**src/rtl/mips_syscall_pkg.sv**
```systemverilog
// Shared definitions for the SYSCALL service unit: service codes, FSM
// states, emit modes and the decimal place-value table.
package mips_syscall_pkg;

  localparam logic [31:0] SYS_PRINT_INT  = 32'd1;
  localparam logic [31:0] SYS_EXIT       = 32'd10;
  localparam logic [31:0] SYS_PRINT_CHAR = 32'd11;

  typedef enum logic [2:0] {
    ST_IDLE,
    ST_RD_A0,
    ST_DISPATCH,
    ST_SIGN,
    ST_CONV,
    ST_EMIT,
    ST_DONE,
    ST_HALT
  } state_t;

  // What the byte currently in EMIT represents, which decides where to go after it is sent.
  typedef enum logic [1:0] {
    MODE_CHAR,
    MODE_SIGN,
    MODE_DIGIT
  } mode_t;

  // POW10[i] = 10^i; the converter walks i from 9 down to 0.
  localparam logic [9:0][31:0] POW10 = {
    32'd1000000000, 32'd100000000, 32'd10000000, 32'd1000000, 32'd100000,
    32'd10000,      32'd1000,      32'd100,      32'd10,      32'd1
  };

endpackage

```
**src/rtl/syscall_digit_gen.sv**
```systemverilog
// Binary-to-decimal digit generator using repeated subtraction of powers
// of ten, most significant place first, with leading-zero suppression.
module syscall_digit_gen
  import mips_syscall_pkg::*;
(
  input  logic        clk,
  input  logic        rst,
  input  logic        load,
  input  logic [31:0] mag_in,
  input  logic        step,
  input  logic        advance,
  output logic        digit_ready,
  output logic [3:0]  digit,
  output logic        last
);

  logic [31:0] mag_q;
  logic [3:0]  idx_q;
  logic [3:0]  digit_q;
  logic        started_q;
  logic [31:0] pow;
  logic        ge;

  assign pow = POW10[idx_q];
  assign ge  = (mag_q >= pow);

  // A digit is final once the place value no longer fits; it is printed unless it is a leading zero.
  assign digit_ready = !ge && ((digit_q != 4'd0) || started_q || (idx_q == 4'd0));
  assign digit       = digit_q;
  assign last        = (idx_q == 4'd0);

  // Conversion state: load a fresh magnitude, subtract one place value per step, move to the next place after emission.
  always_ff @(posedge clk) begin
    // NOTE: registers use non-blocking assignments so every flop samples pre-edge values, regardless of statement order.
    if (rst) begin
      mag_q     <= '0;
      idx_q     <= '0;
      digit_q   <= '0;
      started_q <= 1'b0;
    end else if (load) begin
      mag_q     <= mag_in;
      idx_q     <= 4'd9;
      digit_q   <= '0;
      started_q <= 1'b0;
    end else if (step) begin
      if (ge) begin
        mag_q   <= mag_q - pow;
        digit_q <= digit_q + 4'd1;
      end else if (digit_ready) begin
        started_q <= 1'b1;
      end else begin
        idx_q   <= idx_q - 4'd1;
        digit_q <= '0;
      end
    end else if (advance) begin
      idx_q   <= idx_q - 4'd1;
      digit_q <= '0;
    end
  end

endmodule

```
**src/rtl/syscall_unit.sv**
```systemverilog
// SYSCALL service unit: reads $v0/$a0 through a borrowed register-file
// port, then prints a signed integer or a character, or halts, stalling
// the datapath until the service is finished.
module syscall_unit
  import mips_syscall_pkg::*;
#(
  parameter logic [4:0] V0_ADDR = 5'd2,
  parameter logic [4:0] A0_ADDR = 5'd4
) (
  input  logic        clk,
  input  logic        rst,
  input  logic        syscall,
  output logic        stall,
  output logic        rf_read_en,
  output logic [4:0]  rf_read_addr,
  input  logic [31:0] rf_read_data,
  output logic [7:0]  tx_data,
  output logic        tx_valid,
  input  logic        tx_ready,
  output logic        halt,
  output logic        bad_code,
  output logic [31:0] bad_code_value
);

  state_t      state, state_nx;
  mode_t       mode_q;
  logic [31:0] code_q;
  logic [31:0] arg_q;
  logic [7:0]  byte_q;

  logic        gen_load, gen_step, gen_advance;
  logic        gen_ready, gen_last;
  logic [3:0]  gen_digit;
  logic [31:0] gen_mag_in;
  logic        xfer;

  assign xfer = (state == ST_EMIT) && tx_ready;

  syscall_digit_gen u_digit_gen (
    .clk         (clk),
    .rst         (rst),
    .load        (gen_load),
    .mag_in      (gen_mag_in),
    .step        (gen_step),
    .advance     (gen_advance),
    .digit_ready (gen_ready),
    .digit       (gen_digit),
    .last        (gen_last)
  );

  // State register.
  always_ff @(posedge clk) begin
    if (rst) state <= ST_IDLE;
    else     state <= state_nx;
  end

  // Operand capture and the byte staged for transmission.
  always_ff @(posedge clk) begin
    // NOTE: the staged byte is cleared on reset so an aborted print leaves nothing behind to resurface later.
    if (rst) begin
      code_q <= '0;
      arg_q  <= '0;
      byte_q <= '0;
      mode_q <= MODE_CHAR;
    end else begin
      case (state)
        ST_IDLE:  if (syscall) code_q <= rf_read_data;
        ST_RD_A0: arg_q <= rf_read_data;
        ST_DISPATCH: begin
          if (code_q == SYS_PRINT_CHAR) begin
            byte_q <= arg_q[7:0];
            mode_q <= MODE_CHAR;
          end
        end
        ST_SIGN: begin
          byte_q <= 8'h2D;
          mode_q <= MODE_SIGN;
        end
        ST_CONV: begin
          if (gen_ready) begin
            byte_q <= 8'h30 + {4'd0, gen_digit};
            mode_q <= MODE_DIGIT;
          end
        end
        default: ;
      endcase
    end
  end

  // Next-state logic.
  always_comb begin
    // NOTE: a default first means every path assigns state_nx, so no latch is inferred.
    state_nx = state;
    case (state)
      ST_IDLE:  if (syscall) state_nx = ST_RD_A0;
      ST_RD_A0: state_nx = ST_DISPATCH;
      ST_DISPATCH: begin
        case (code_q)
          SYS_PRINT_INT:  state_nx = arg_q[31] ? ST_SIGN : ST_CONV;
          SYS_PRINT_CHAR: state_nx = ST_EMIT;
          SYS_EXIT:       state_nx = ST_HALT;
          default:        state_nx = ST_DONE;
        endcase
      end
      ST_SIGN: state_nx = ST_EMIT;
      ST_CONV: if (gen_ready) state_nx = ST_EMIT;
      ST_EMIT: begin
        if (tx_ready) begin
          case (mode_q)
            MODE_SIGN:  state_nx = ST_CONV;
            MODE_DIGIT: state_nx = gen_last ? ST_DONE : ST_CONV;
            default:    state_nx = ST_DONE;
          endcase
        end
      end
      ST_DONE: state_nx = ST_IDLE;
      ST_HALT: state_nx = ST_HALT;
      default: state_nx = ST_IDLE;
    endcase
  end

  // Outputs and digit-generator controls decoded from the current state.
  always_comb begin
    stall          = 1'b0;
    rf_read_en     = 1'b0;
    rf_read_addr   = '0;
    tx_valid       = 1'b0;
    tx_data        = '0;
    halt           = 1'b0;
    bad_code       = 1'b0;
    bad_code_value = '0;
    gen_load       = 1'b0;
    gen_step       = 1'b0;
    gen_advance    = 1'b0;
    gen_mag_in     = arg_q[31] ? (32'd0 - arg_q) : arg_q;
    case (state)
      ST_IDLE: begin
        if (syscall) begin
          stall        = 1'b1;
          rf_read_en   = 1'b1;
          rf_read_addr = V0_ADDR;
        end
      end
      ST_RD_A0: begin
        stall        = 1'b1;
        rf_read_en   = 1'b1;
        rf_read_addr = A0_ADDR;
      end
      ST_DISPATCH: begin
        stall    = 1'b1;
        gen_load = (code_q == SYS_PRINT_INT);
        if ((code_q != SYS_PRINT_INT) && (code_q != SYS_PRINT_CHAR) && (code_q != SYS_EXIT)) begin
          bad_code       = 1'b1;
          bad_code_value = code_q;
        end
      end
      ST_SIGN: stall = 1'b1;
      ST_CONV: begin
        stall    = 1'b1;
        gen_step = 1'b1;
      end
      ST_EMIT: begin
        stall       = 1'b1;
        tx_valid    = 1'b1;
        tx_data     = byte_q;
        gen_advance = xfer && (mode_q == MODE_DIGIT) && !gen_last;
      end
      ST_HALT: begin
        stall = 1'b1;
        halt  = 1'b1;
      end
      default: ;
    endcase
  end

endmodule

```
**config.mk**
```make
export PLATFORM = sky130hd
export DESIGN_NAME = syscall_unit
export DESIGN_NICKNAME = d
export VERILOG_FILES = /design/src/rtl/mips_syscall_pkg.sv /design/src/rtl/syscall_digit_gen.sv /design/src/rtl/syscall_unit.sv
export SDC_FILE = /design/constraint.sdc
export NUM_CORES = 1
export LEC_CHECK = 0
export CAP_MARGIN = 40
export CORE_MARGIN = 1
export CORE_UTILIZATION = 60
export DETAILED_ROUTE_END_ITERATION = 10
export HOLD_SLACK_MARGIN = 0.08
export PLACE_DENSITY = 0.89
export SYNTH_ARGS = -nofsm -noshare
export SYNTH_HDL_FRONTEND = slang
export SYNTH_SLANG_ARGS = --single-unit
```
**constraint.sdc**
```tcl
create_clock -name clk -period 7.2 [get_ports clk]
set_input_delay 1.08 -clock clk [delete_from_list [all_inputs] [get_ports clk]]
set_output_delay 1.08 -clock clk [all_outputs]
set_load 0.01 [all_outputs]
```
==> reports/summary.txt, run 1 <==
TIMING
--------------------------------------------------------------------------------------
Number of endpoints failing setup at the final stage                                 0
Setup tns final                                                                   0 ns
Worst Hold Margin                                                             0.463 ns
Final hold viol count                                                                0
Headroom to the max-slew limit                                                   60.5%
Final worst path period share                                                    56.4%
Unrepaired setup endpoints after global routing                                  false
Peak clock frequency supported by timing                                     0.246 GHz
Tightest Pin Transition                                                       0.591 ns
Max-slew violation count                                                             0
Clock period minus final worst setup slack                                     4.06 ns
Worst clock skew                                                            0.00520 ns

DETAILED ROUTING
--------------------------------------------------------------------------------------
Vias after detailed routing                                                       7548
Detailed-route wire length                                                    20500 um
Detail-routed net length per standard cell                                     16.3 um
Detail Route Antenna Nets                                                            0
Initial DRT Pass Iterations                                                          5
Count of routing violations after the opening detailed-route iteration             545
Number of DRC violations after detailed routing                                      0
Number of vias per cell after detailed routing                                    6.00

CTS
--------------------------------------------------------------------------------------
Source-to-sink clock delay at the later pin of the worst-skew pair             0.41 ns
Clk sink count                                                                     118
Cell at the root of the clock tree                                           clkbuf_16
CTS clk-pin slew, worst paths                                                  0.05 ns
Post-CTS Hold Fix Bufs                                                               0
Count of instances resized after the clock tree is built                             0
TritonCTS clock tree                                                              done
Number of levels in the clock H-tree                                                 4
Number of buffers added for setup after CTS                                          0
Number of CTS-inserted buffers                                                      17
CTS max path bufs                                                                    2

LOGIC SYNTHESIS
--------------------------------------------------------------------------------------
Synth area leader                                                              dfxtp_1
Async set-or-reset flop fraction in the synthesized netlist                         0%
Cells after synthesis                                                             1026
Main synth FF type                                                             dfxtp_1
Seq/Total Area, Yosys                                                            31.4%
Syn_area_per_cell                                                             7.34 um2
Main area contributors after synthesis                                    dfxtp_1 (31%), nand2_1 (11%), a21oi_1 (9.1%)
Mapped cell area                                                           0.00753 mm2
Number of distinct library cells after synthesis                                    62
Proportion of netlist area held by the largest area contributor                  31.4%
Count of flip-flops with a built-in enable after synthesis                           0
Flop and latch count out of synthesis                                              118
Yosys synthesis warning count                                                        0

CELLS AND AREA
--------------------------------------------------------------------------------------
Final-layout fill cell count                                                       852
Total non-filler cell area in the finished layout                          0.00909 mm2
Share of layout cells above drive strength 1                                     5.79%
Footprint of the multi-input gates                                         0.00485 mm2
Ant. Diodes                                                                          0
Utilization after layout                                                         75.0%
Final net count                                                                   1153
Layout overhead on the synthesized area                                          20.7%
Seq. cell area                                                             0.00236 mm2

WORST SETUP PATH
--------------------------------------------------------------------------------------
Arrival @ worst endpoint                                                       2.98 ns
Critical path launch point type                                              input pin
Startpoint of the lowest-slack register-to-register path                  u_digit_gen.idx_q[0]
RR Endpoint                                                               u_digit_gen.idx_q[1]
Reg2reg path depth                                                                  15
CP endpoint                                                               rf_read_addr[1]
Type of element capturing the critical path                                 output pin
Crit path required time                                                        6.12 ns
First element of the critical path                                             syscall
Maximum fanout along the worst path                                                 34
Critical setup path kind                                                  input pin to output pin
Register-to-Register Setup Slack                                               3.26 ns

JOB
--------------------------------------------------------------------------------------
Max-cap check violation count                                                        0

PLACEMENT
--------------------------------------------------------------------------------------
DP Area                                                                    0.00844 mm2
I/O Buffers                                                                         82
Weighted congestion reported at the end of routability-driven placement          0.930
Detailed placer's ending HPWL                                                 14100 um

GLOBAL ROUTE
--------------------------------------------------------------------------------------
Overall track demand over capacity in global routing                             32.8%
First-pass GRT wire length                                                    34200 um
Number of antenna violations at the first check in global routing                    0
Pin count of the biggest net entering global routing                                72
Sum of overflow across all layers after global routing                               0
Number of global-route vias before repair                                         7123

FLOORPLAN
--------------------------------------------------------------------------------------
Overall die height                                                              114 um
Starting density of the core                                                     62.1%
Die X-Extent                                                                    114 um
Standard-cell rows                                                                  40
Count of pins on the block boundary                                                 86
Overall die area                                                            0.0130 mm2
Core area                                                                   0.0121 mm2

WORST HOLD PATH
--------------------------------------------------------------------------------------
Min-Delay Path Class                                                      register to register

RUN STATUS
--------------------------------------------------------------------------------------
Run status                                                                complete, no violations

==> worst min path at each step <==
stage                          start               endpoint  slack (ns)  cells after the start
2_1_floorplan  u_digit_gen.started_q  u_digit_gen.started_q        0.44                      2
3_3_place_gp   u_digit_gen.started_q  u_digit_gen.started_q        0.45                      2
3_5_place_dp               code_q[6]              code_q[6]        0.46                      2
4_1_cts                    code_q[6]              code_q[6]        0.46                      2
5_1_grt                   code_q[12]             code_q[12]        0.49                      2
6_report                   code_q[6]              code_q[6]        0.46                      2
==> sequential cells by signal, summed over array words and instances (netlist names) <==
signal	cells
arg_q	32
code_q	32
u_digit_gen.mag_q	32
byte_q	8
u_digit_gen.digit	4
u_digit_gen.idx_q	4
state	3
mode_q	2
u_digit_gen.started_q	1
==> metrics by stage <==
| stage | instances | setup slack, ns |
|---|---|---|
| after CTS | 1257 | 3.16 |
| after global routing | 1257 | 2.97 |
| after global placement | 1223 | 2.67 |
| after detailed placement | 1226 | 3.19 |
| after floorplan | 1028 | 3.82 |
| final | 1257 | 3.14 |
==> worst max-delay path, stage by stage <==
cell and delay [ns]:
clkdlybuf4s50_1 0.49, nor2b_1 0.17, nand2_1 0.07, buf_4 0.24
inv_1 0.31, clkdlybuf4s50_1 0.60
==> synthesized netlist by cell type, types with 11 or more instances <==
cell,instances
xnor2_1,24
a211oi_1,32
a21o_1,12
nand3_1,16
o31ai_1,11
a21oi_1,137
inv_1,19
xor2_1,33
nor2_1,77
clkbuf_1,42
nor4_1,11
o21ai_0,29
nand2_1,222
dfxtp_1,118
and2_1,44
nor3_1,15
nand2b_1,12
ha_1,39
==> kinds of logic (layout without fill, tap and decap cells) <==
family / Yosys count / in the layout / synth area share (%)
compound gates: 280 / 280 / 23.2
other cells: 1 / 3 / 0.0498
xor+xnor: 57 / 57 / 6.63
mux: 4 / 4 / 0.532
buf+inv: 82 / 143 / 4.42
flops: 118 / 118 / 31.4
fa+ha+maj: 40 / 40 / 6.75
simple gates: 444 / 444 / 27.0
==> routing by layer <==
metal  GRT usage (%)  up-vias  share of wire [%]
met5               0        -                  0
met4            11.4        0                2.2
met3            6.64       43                7.9
met2            51.7      348                 45
met1            44.5     3486                 45
li1                -     3671                  -
==> placed cells by master, fill, tap and decap left out, types with 4 or more instances in the layout <==
cell type and count:
nand2_1 222, a21oi_1 137, dfxtp_1 118, clkdlybuf4s50_1 81, nor2_1 76, and2_1 44
ha_1 39, xor2_1 33, a211oi_1 32, o21ai_0 29, xnor2_1 24, inv_1 19
clkbuf_16 17, nand3_1 16, nor3_1 15, nand2b_1 12, a21o_1 12, o31ai_1 11
nor4_1 10, a311oi_1 10, nand4_1 9, buf_4 9, and3_1 8, nor2b_1 6
or2_2 6, o21bai_1 5, a31oi_1 5, o41ai_1 5, bufinv_16 5, o211ai_1 4
mux2i_1 4, or3_1 4, or4_4 4, a221oi_1 4
==> layout make-up <==
type / instances / share of cell area [%]
clock buffer: 23 / 5.26
multi-input combinational: 828 / 53.3
clock inverter: 8 / 1.87
timing repair buffer: 93 / 10.4
inverter: 19 / 0.785
sequential: 118 / 26.0
tap: 168 / 2.31
Power of run 1 is not shown: default switching activity piles up to over one toggle a cycle in this logic, so the estimate is an artifact.
==> run 2, diff against run 1 <==
Settings changed: CORE_UTILIZATION 60 to 52, PLACE_DENSITY 0.89 to 0.82.
Clock period 7.2 ns to 3.4 ns, I/O delays scaled along.
==> reports/summary.txt, run 2 (synthesis results as in run 1) <==
WORST SETUP PATH
--------------------------------------------------------------------------------------
Worst path cell trace                                                     nor4_1, nand4_1, nor2_1, a21oi_1, buf_4, and2_1, clkdlybuf4s50_1
Critical setup path kind                                                  register to output pin
Number of buffer and inverter instances along the worst setup path                   2
RR Endpoint                                                               u_digit_gen.mag_q[17]
Critical path launch point type                                               register
Register-to-Register Setup Slack                                               0.13 ns
Biggest cell delay along the critical path                                     0.49 ns
Slowest library cell on the worst path                                    clkdlybuf4s50_1
Crit path required time                                                        2.89 ns
Type of element capturing the critical path                                 output pin
Reg2reg path depth                                                                  14
Arrival @ worst endpoint                                                       2.78 ns
Startpoint of the lowest-slack register-to-register path                  u_digit_gen.idx_q[0]
Maximum fanout along the worst path                                                 33
Crit path max-delay family                                                simple AND/OR/NAND/NOR gates

GLOBAL ROUTE
--------------------------------------------------------------------------------------
Number of global-route vias before repair                                         7002
Most used routing layer                                                           met2
First-pass GRT wire length                                                    34200 um
Fraction of met1 tracks used by global routing                                   39.5%
Sum of overflow across all layers after global routing                               0
Global-route met2 utilization                                                    45.0%
Overall track demand over capacity in global routing                             29.1%
Number of antenna violations at the first check in global routing                    0
Met3 capacity usage during global routing                                        6.46%
Pin count of the biggest net entering global routing                                67

CTS
--------------------------------------------------------------------------------------
Cell at the root of the clock tree                                           clkbuf_16
Number of levels in the clock H-tree                                                 4
Number of CTS-inserted buffers                                                      17
Clk sink count                                                                     118
TritonCTS clock tree                                                              done
CTS clk-pin slew, worst paths                                                  0.05 ns
CTS max path bufs                                                                    2
Source-to-sink clock delay at the later pin of the worst-skew pair             0.42 ns

WORST HOLD PATH
--------------------------------------------------------------------------------------
Start point of the worst min-delay path                                     code_q[27]
Min-Delay Path Class                                                      register to register
Hold Path Stages                                                                     2
Terminating pin of the worst hold path                                      code_q[27]

TIMING
--------------------------------------------------------------------------------------
Unrepaired setup endpoints after global routing                                  false
Final hold viol count                                                                0
Headroom to the max-slew limit                                                   56.6%
Peak clock frequency supported by timing                                     0.304 GHz
Tightest Pin Transition                                                       0.651 ns
Max-slew violation count                                                             0
Number of endpoints failing setup at the final stage                                 0
Worst clock skew                                                            0.00923 ns
Final worst path period share                                                    96.8%
Clock period minus final worst setup slack                                     3.29 ns

CELLS AND AREA
--------------------------------------------------------------------------------------
Ant. Diodes                                                                          0
Most frequent cells in the layout                                         nand2_1 (222), a21oi_1 (135), dfxtp_1 (114)
Most frequent standard cell in the layout excluding fill and tap cells         nand2_1
Layout overhead on the synthesized area                                          23.7%
Final cell count without fillers                                                  1301
Final-layout fill cell count                                                      1147
Share of layout cells above drive strength 1                                     10.1%
Largest registers                                                         arg_q (32), code_q (32), u_digit_gen.mag_q (32)
Final net count                                                                   1187

DETAILED ROUTING
--------------------------------------------------------------------------------------
Count of routing violations after the opening detailed-route iteration             660
Number of vias per cell after detailed routing                                    5.90
Detail Route Antenna Nets                                                            0
Vias after detailed routing                                                       7672
Initial DRT Pass Iterations                                                          6
Number of DRC violations after detailed routing                                      0
Detail-routed net length per standard cell                                     16.4 um
Detailed-route wire length                                                    21300 um

FLOORPLAN
--------------------------------------------------------------------------------------
Count of pins on the block boundary                                                 86
Core area                                                                   0.0140 mm2
Standard-cell rows                                                                  43
Die X-Extent                                                                    122 um
Overall die height                                                              122 um
Starting density of the core                                                     53.8%
Overall die area                                                            0.0150 mm2

PLACEMENT
--------------------------------------------------------------------------------------
I/O Buffers                                                                         82
Total instance count after detailed placement                                     1267
Detailed placer's ending HPWL                                                 15100 um
Weighted congestion reported at the end of routability-driven placement           1.03

RUN STATUS
--------------------------------------------------------------------------------------
Run status                                                                complete, no violations

JOB
--------------------------------------------------------------------------------------
Max-cap check violation count                                                        0

[run 2: per-layer routing]
metal	vias to the layer above	share of wire [%]	wire (um)
met1	3532	45	9590
met4	0	2.7	567
li1	3748	-	-
met3	50	8.7	1860
met2	342	44	9320
met5	-	0	0
[run 2: how the worst max path moves through the flow]
| stage | slack (ns) | startpoint | cells after the start | end |
|---|---|---|---|---|
| final | 0.11 | code_q[24] | 7 | bad_code_value[11] |
| after floorplan | 0.02 | u_digit_gen.idx_q[0] | 15 | u_digit_gen.mag_q[24] |
| after CTS | 0.01 | u_digit_gen.idx_q[1] | 15 | u_digit_gen.mag_q[25] |
| after detailed placement | -0.06 | u_digit_gen.idx_q[1] | 15 | u_digit_gen.mag_q[25] |
| after global routing | 0.02 | u_digit_gen.idx_q[0] | 16 | u_digit_gen.mag_q[23] |
| after global placement | 0.03 | u_digit_gen.idx_q[1] | 15 | u_digit_gen.mag_q[25] |
[run 2: area by class of cell]
type	count	area, um2	share of cell area, %
multi-input cells	828	4930	52.9
inverters	19	71.3	0.766
well taps	180	225	2.42
flip-flops and latches	118	2370	25.4
repair buffers	127	1160	12.5
clock buffers	20	447	4.80
clock inverters	9	106	1.14
[run 2: what timing repair did]
action | in CTS | in global routing
hold buffers | 0 | 0
gates resized for setup | 1 | 27
pin swaps | 2 | 4
setup endpoints to repair | 3 | 40
buffers inserted | 2 | 3
[run 2: tightest hold or removal path: stages (launching register included)]
cell	delay, ns
dfxtp_1	0.32
nand2_1	0.06
a21oi_1	0.05
[run 2: metrics by stage]
step / instance area, um2 / utilization (%) / setup slack [ns] / TNS, ns / hold slack (ns)
floorplan: 7530 / - / 0.0164 / 0 / 0.441
global placement: 8620 / 61.7 / 0.0315 / 0 / 0.452
detailed placement: 8620 / 61.7 / -0.0604 / -0.0604 / 0.460
CTS: 9190 / 65.7 / 0.0133 / 0 / 0.470
global route: 9310 / 66.5 / 0.0184 / 0 / 0.494
finish: 9310 / 66.5 / 0.107 / 0 / 0.472
Power of run 2 is left out for the same reason.
==> run 3, diff against run 2 <==
Settings changed: REMOVE_ABC_BUFFERS set to 1.
==> reports/summary.txt, run 3 (synthesis results as in run 1) <==
DETAILED ROUTING
--------------------------------------------------------------------------------------
Count of routing violations after the opening detailed-route iteration             768
Vias after detailed routing                                                       7820
Initial DRT Pass Iterations                                                          7
Detail-routed net length per standard cell                                     16.7 um
Number of DRC violations after detailed routing                                      0
Detail Route Antenna Nets                                                            0
Number of vias per cell after detailed routing                                    5.97
Detailed-route wire length                                                    21900 um

PLACEMENT
--------------------------------------------------------------------------------------
Detailed placer's ending HPWL                                                 15100 um
I/O Buffers                                                                         82
Total instance count after detailed placement                                     1273
DP Area                                                                    0.00871 mm2
Weighted congestion reported at the end of routability-driven placement           1.00

TIMING
--------------------------------------------------------------------------------------
Final hold viol count                                                                0
Worst clock skew                                                            0.00817 ns
Max-slew violation count                                                             0
Setup tns final                                                                   0 ns
Peak clock frequency supported by timing                                     0.300 GHz
Headroom to the max-slew limit                                                   54.8%
Final worst path period share                                                    98.0%
Tightest Pin Transition                                                       0.678 ns
Number of endpoints failing setup at the final stage                                 0
Clock period minus final worst setup slack                                     3.33 ns

JOB
--------------------------------------------------------------------------------------
Max-cap check violation count                                                        0

WORST SETUP PATH
--------------------------------------------------------------------------------------
Type of element capturing the critical path                                   register
Reg2reg path depth                                                                  10
Arrival @ worst endpoint                                                       3.65 ns
RR Endpoint                                                               u_digit_gen.mag_q[27]
Worst path cell trace                                                     inv_1, ha_1, a21oi_1, ha_1, a21oi_1, o21ai_0, nor4_1, a211oi_4, or4_1, a41o_1
Critical path launch point type                                               register
Biggest cell delay along the critical path                                     0.58 ns
Register-to-Register Setup Slack                                               0.07 ns
First element of the critical path                                        u_digit_gen.idx_q[0]
Maximum fanout along the worst path                                                  7
Critical setup path kind                                                  register to register
Startpoint of the lowest-slack register-to-register path                  u_digit_gen.idx_q[0]
Slowest library cell on the worst path                                          nor4_1
Crit path required time                                                        3.72 ns

WORST HOLD PATH
--------------------------------------------------------------------------------------
Min-Delay Path Class                                                      register to register
Hold Path Stages                                                                     2
Terminating pin of the worst hold path                                      code_q[21]
Start point of the worst min-delay path                                     code_q[21]

CELLS AND AREA
--------------------------------------------------------------------------------------
Total non-filler cell area in the finished layout                          0.00946 mm2
Largest registers                                                         arg_q (32), code_q (32), u_digit_gen.mag_q (32)
Utilization after layout                                                         67.6%
Footprint of the multi-input gates                                         0.00495 mm2
Final net count                                                                   1192
Most frequent cells in the layout                                         nand2_1 (221), a21oi_1 (135), dfxtp_1 (114)
Layout overhead on the synthesized area                                          25.6%
Final cell count without fillers                                                  1309
Most frequent standard cell in the layout excluding fill and tap cells         nand2_1
Seq. cell area                                                             0.00237 mm2
Final-layout fill cell count                                                      1089
Ant. Diodes                                                                          0
Share of layout cells above drive strength 1                                     11.3%

GLOBAL ROUTE
--------------------------------------------------------------------------------------
Number of global-route vias before repair                                         7090
First-pass GRT wire length                                                    35000 um
Number of antenna violations at the first check in global routing                    0
Overall track demand over capacity in global routing                             29.6%
Pin count of the biggest net entering global routing                                59
Sum of overflow across all layers after global routing                               0

CTS
--------------------------------------------------------------------------------------
TritonCTS clock tree                                                              done
Cell at the root of the clock tree                                           clkbuf_16
CTS max path bufs                                                                    2
Number of levels in the clock H-tree                                                 4
Clk sink count                                                                     118
CTS clk-pin slew, worst paths                                                  0.06 ns
Number of CTS-inserted buffers                                                      17
Source-to-sink clock delay at the later pin of the worst-skew pair             0.43 ns
Post-CTS Hold Fix Bufs                                                               0

FLOORPLAN
--------------------------------------------------------------------------------------
Die X-Extent                                                                    122 um
Count of pins on the block boundary                                                 86
Overall die area                                                            0.0150 mm2
Core area                                                                   0.0140 mm2
Standard-cell rows                                                                  43
Overall die height                                                              122 um
Starting density of the core                                                     53.8%

RUN STATUS
--------------------------------------------------------------------------------------
Run status                                                                complete, no violations

==> run 3: cell count changes in the layout (fill, tap and decap cells not counted), moves of 2 or more <==
cell	previous run	this run
nor2_1	76	74
inv_6	0	3
buf_4	44	46
clkbuf_1	2	0
buf_12	0	2
clkinv_4	1	3
o21ai_2	3	5
==> run 3: final cells by class <==
class / instances / share of cell area [%]
clock buffers: 18 / 4.64
clock inverters: 14 / 1.85
inverters: 19 / 0.754
multi-input cells: 829 / 52.4
flip-flops and latches: 118 / 25.1
well taps: 180 / 2.38
repair buffers: 131 / 12.9
==> run 3: through the flow <==
step,setup slack (ns),hold WS [ns]
after floorplan,-1.23,0.438
after global placement,0.0109,0.455
after detailed placement,-0.0878,0.460
after CTS,0.0249,0.468
after global routing,-0.0106,0.488
final,0.0684,0.466
==> run 3: layer usage <==
metal / track usage [%] / part of all wire (%) / vias to the layer above
met4: 11.1 / 2.4 / 0
met5: 0 / 0 / -
li1: - / - / 3764
met2: 45.4 / 45 / 387
met3: 6.18 / 9.2 / 49
met1: 40.7 / 44 / 3620
==> run 3: worst max path at each step <==
stage          slack (ns)               endpoint
2_1_floorplan       -1.23   u_digit_gen.mag_q[5]
3_3_place_gp         0.01   u_digit_gen.idx_q[2]
3_5_place_dp        -0.09  u_digit_gen.mag_q[28]
4_1_cts              0.02              byte_q[7]
5_1_grt             -0.01  u_digit_gen.mag_q[24]
6_report             0.07  u_digit_gen.mag_q[27]
==> run 3: timing repair <==
| action | 4_1_cts | 5_1_grt |
|---|---|---|
| pin swaps | 0 | 6 |
| gates resized for setup | 4 | 30 |
| endpoints found under the setup margin | 15 | 76 |
| setup buffers | 0 | 3 |
| gates cloned | 0 | 1 |
==> run 3: worst max-delay path, delay by kind of cell, from the launching register on <==
kind | cells | cell delay, ns
compound gates | 5 | 1.06
simple gates | 2 | 1.02
fa+ha+maj | 2 | 0.70
flops | 1 | 0.35
buf+inv | 1 | 0.09
Power of run 3 is left out for the same reason.
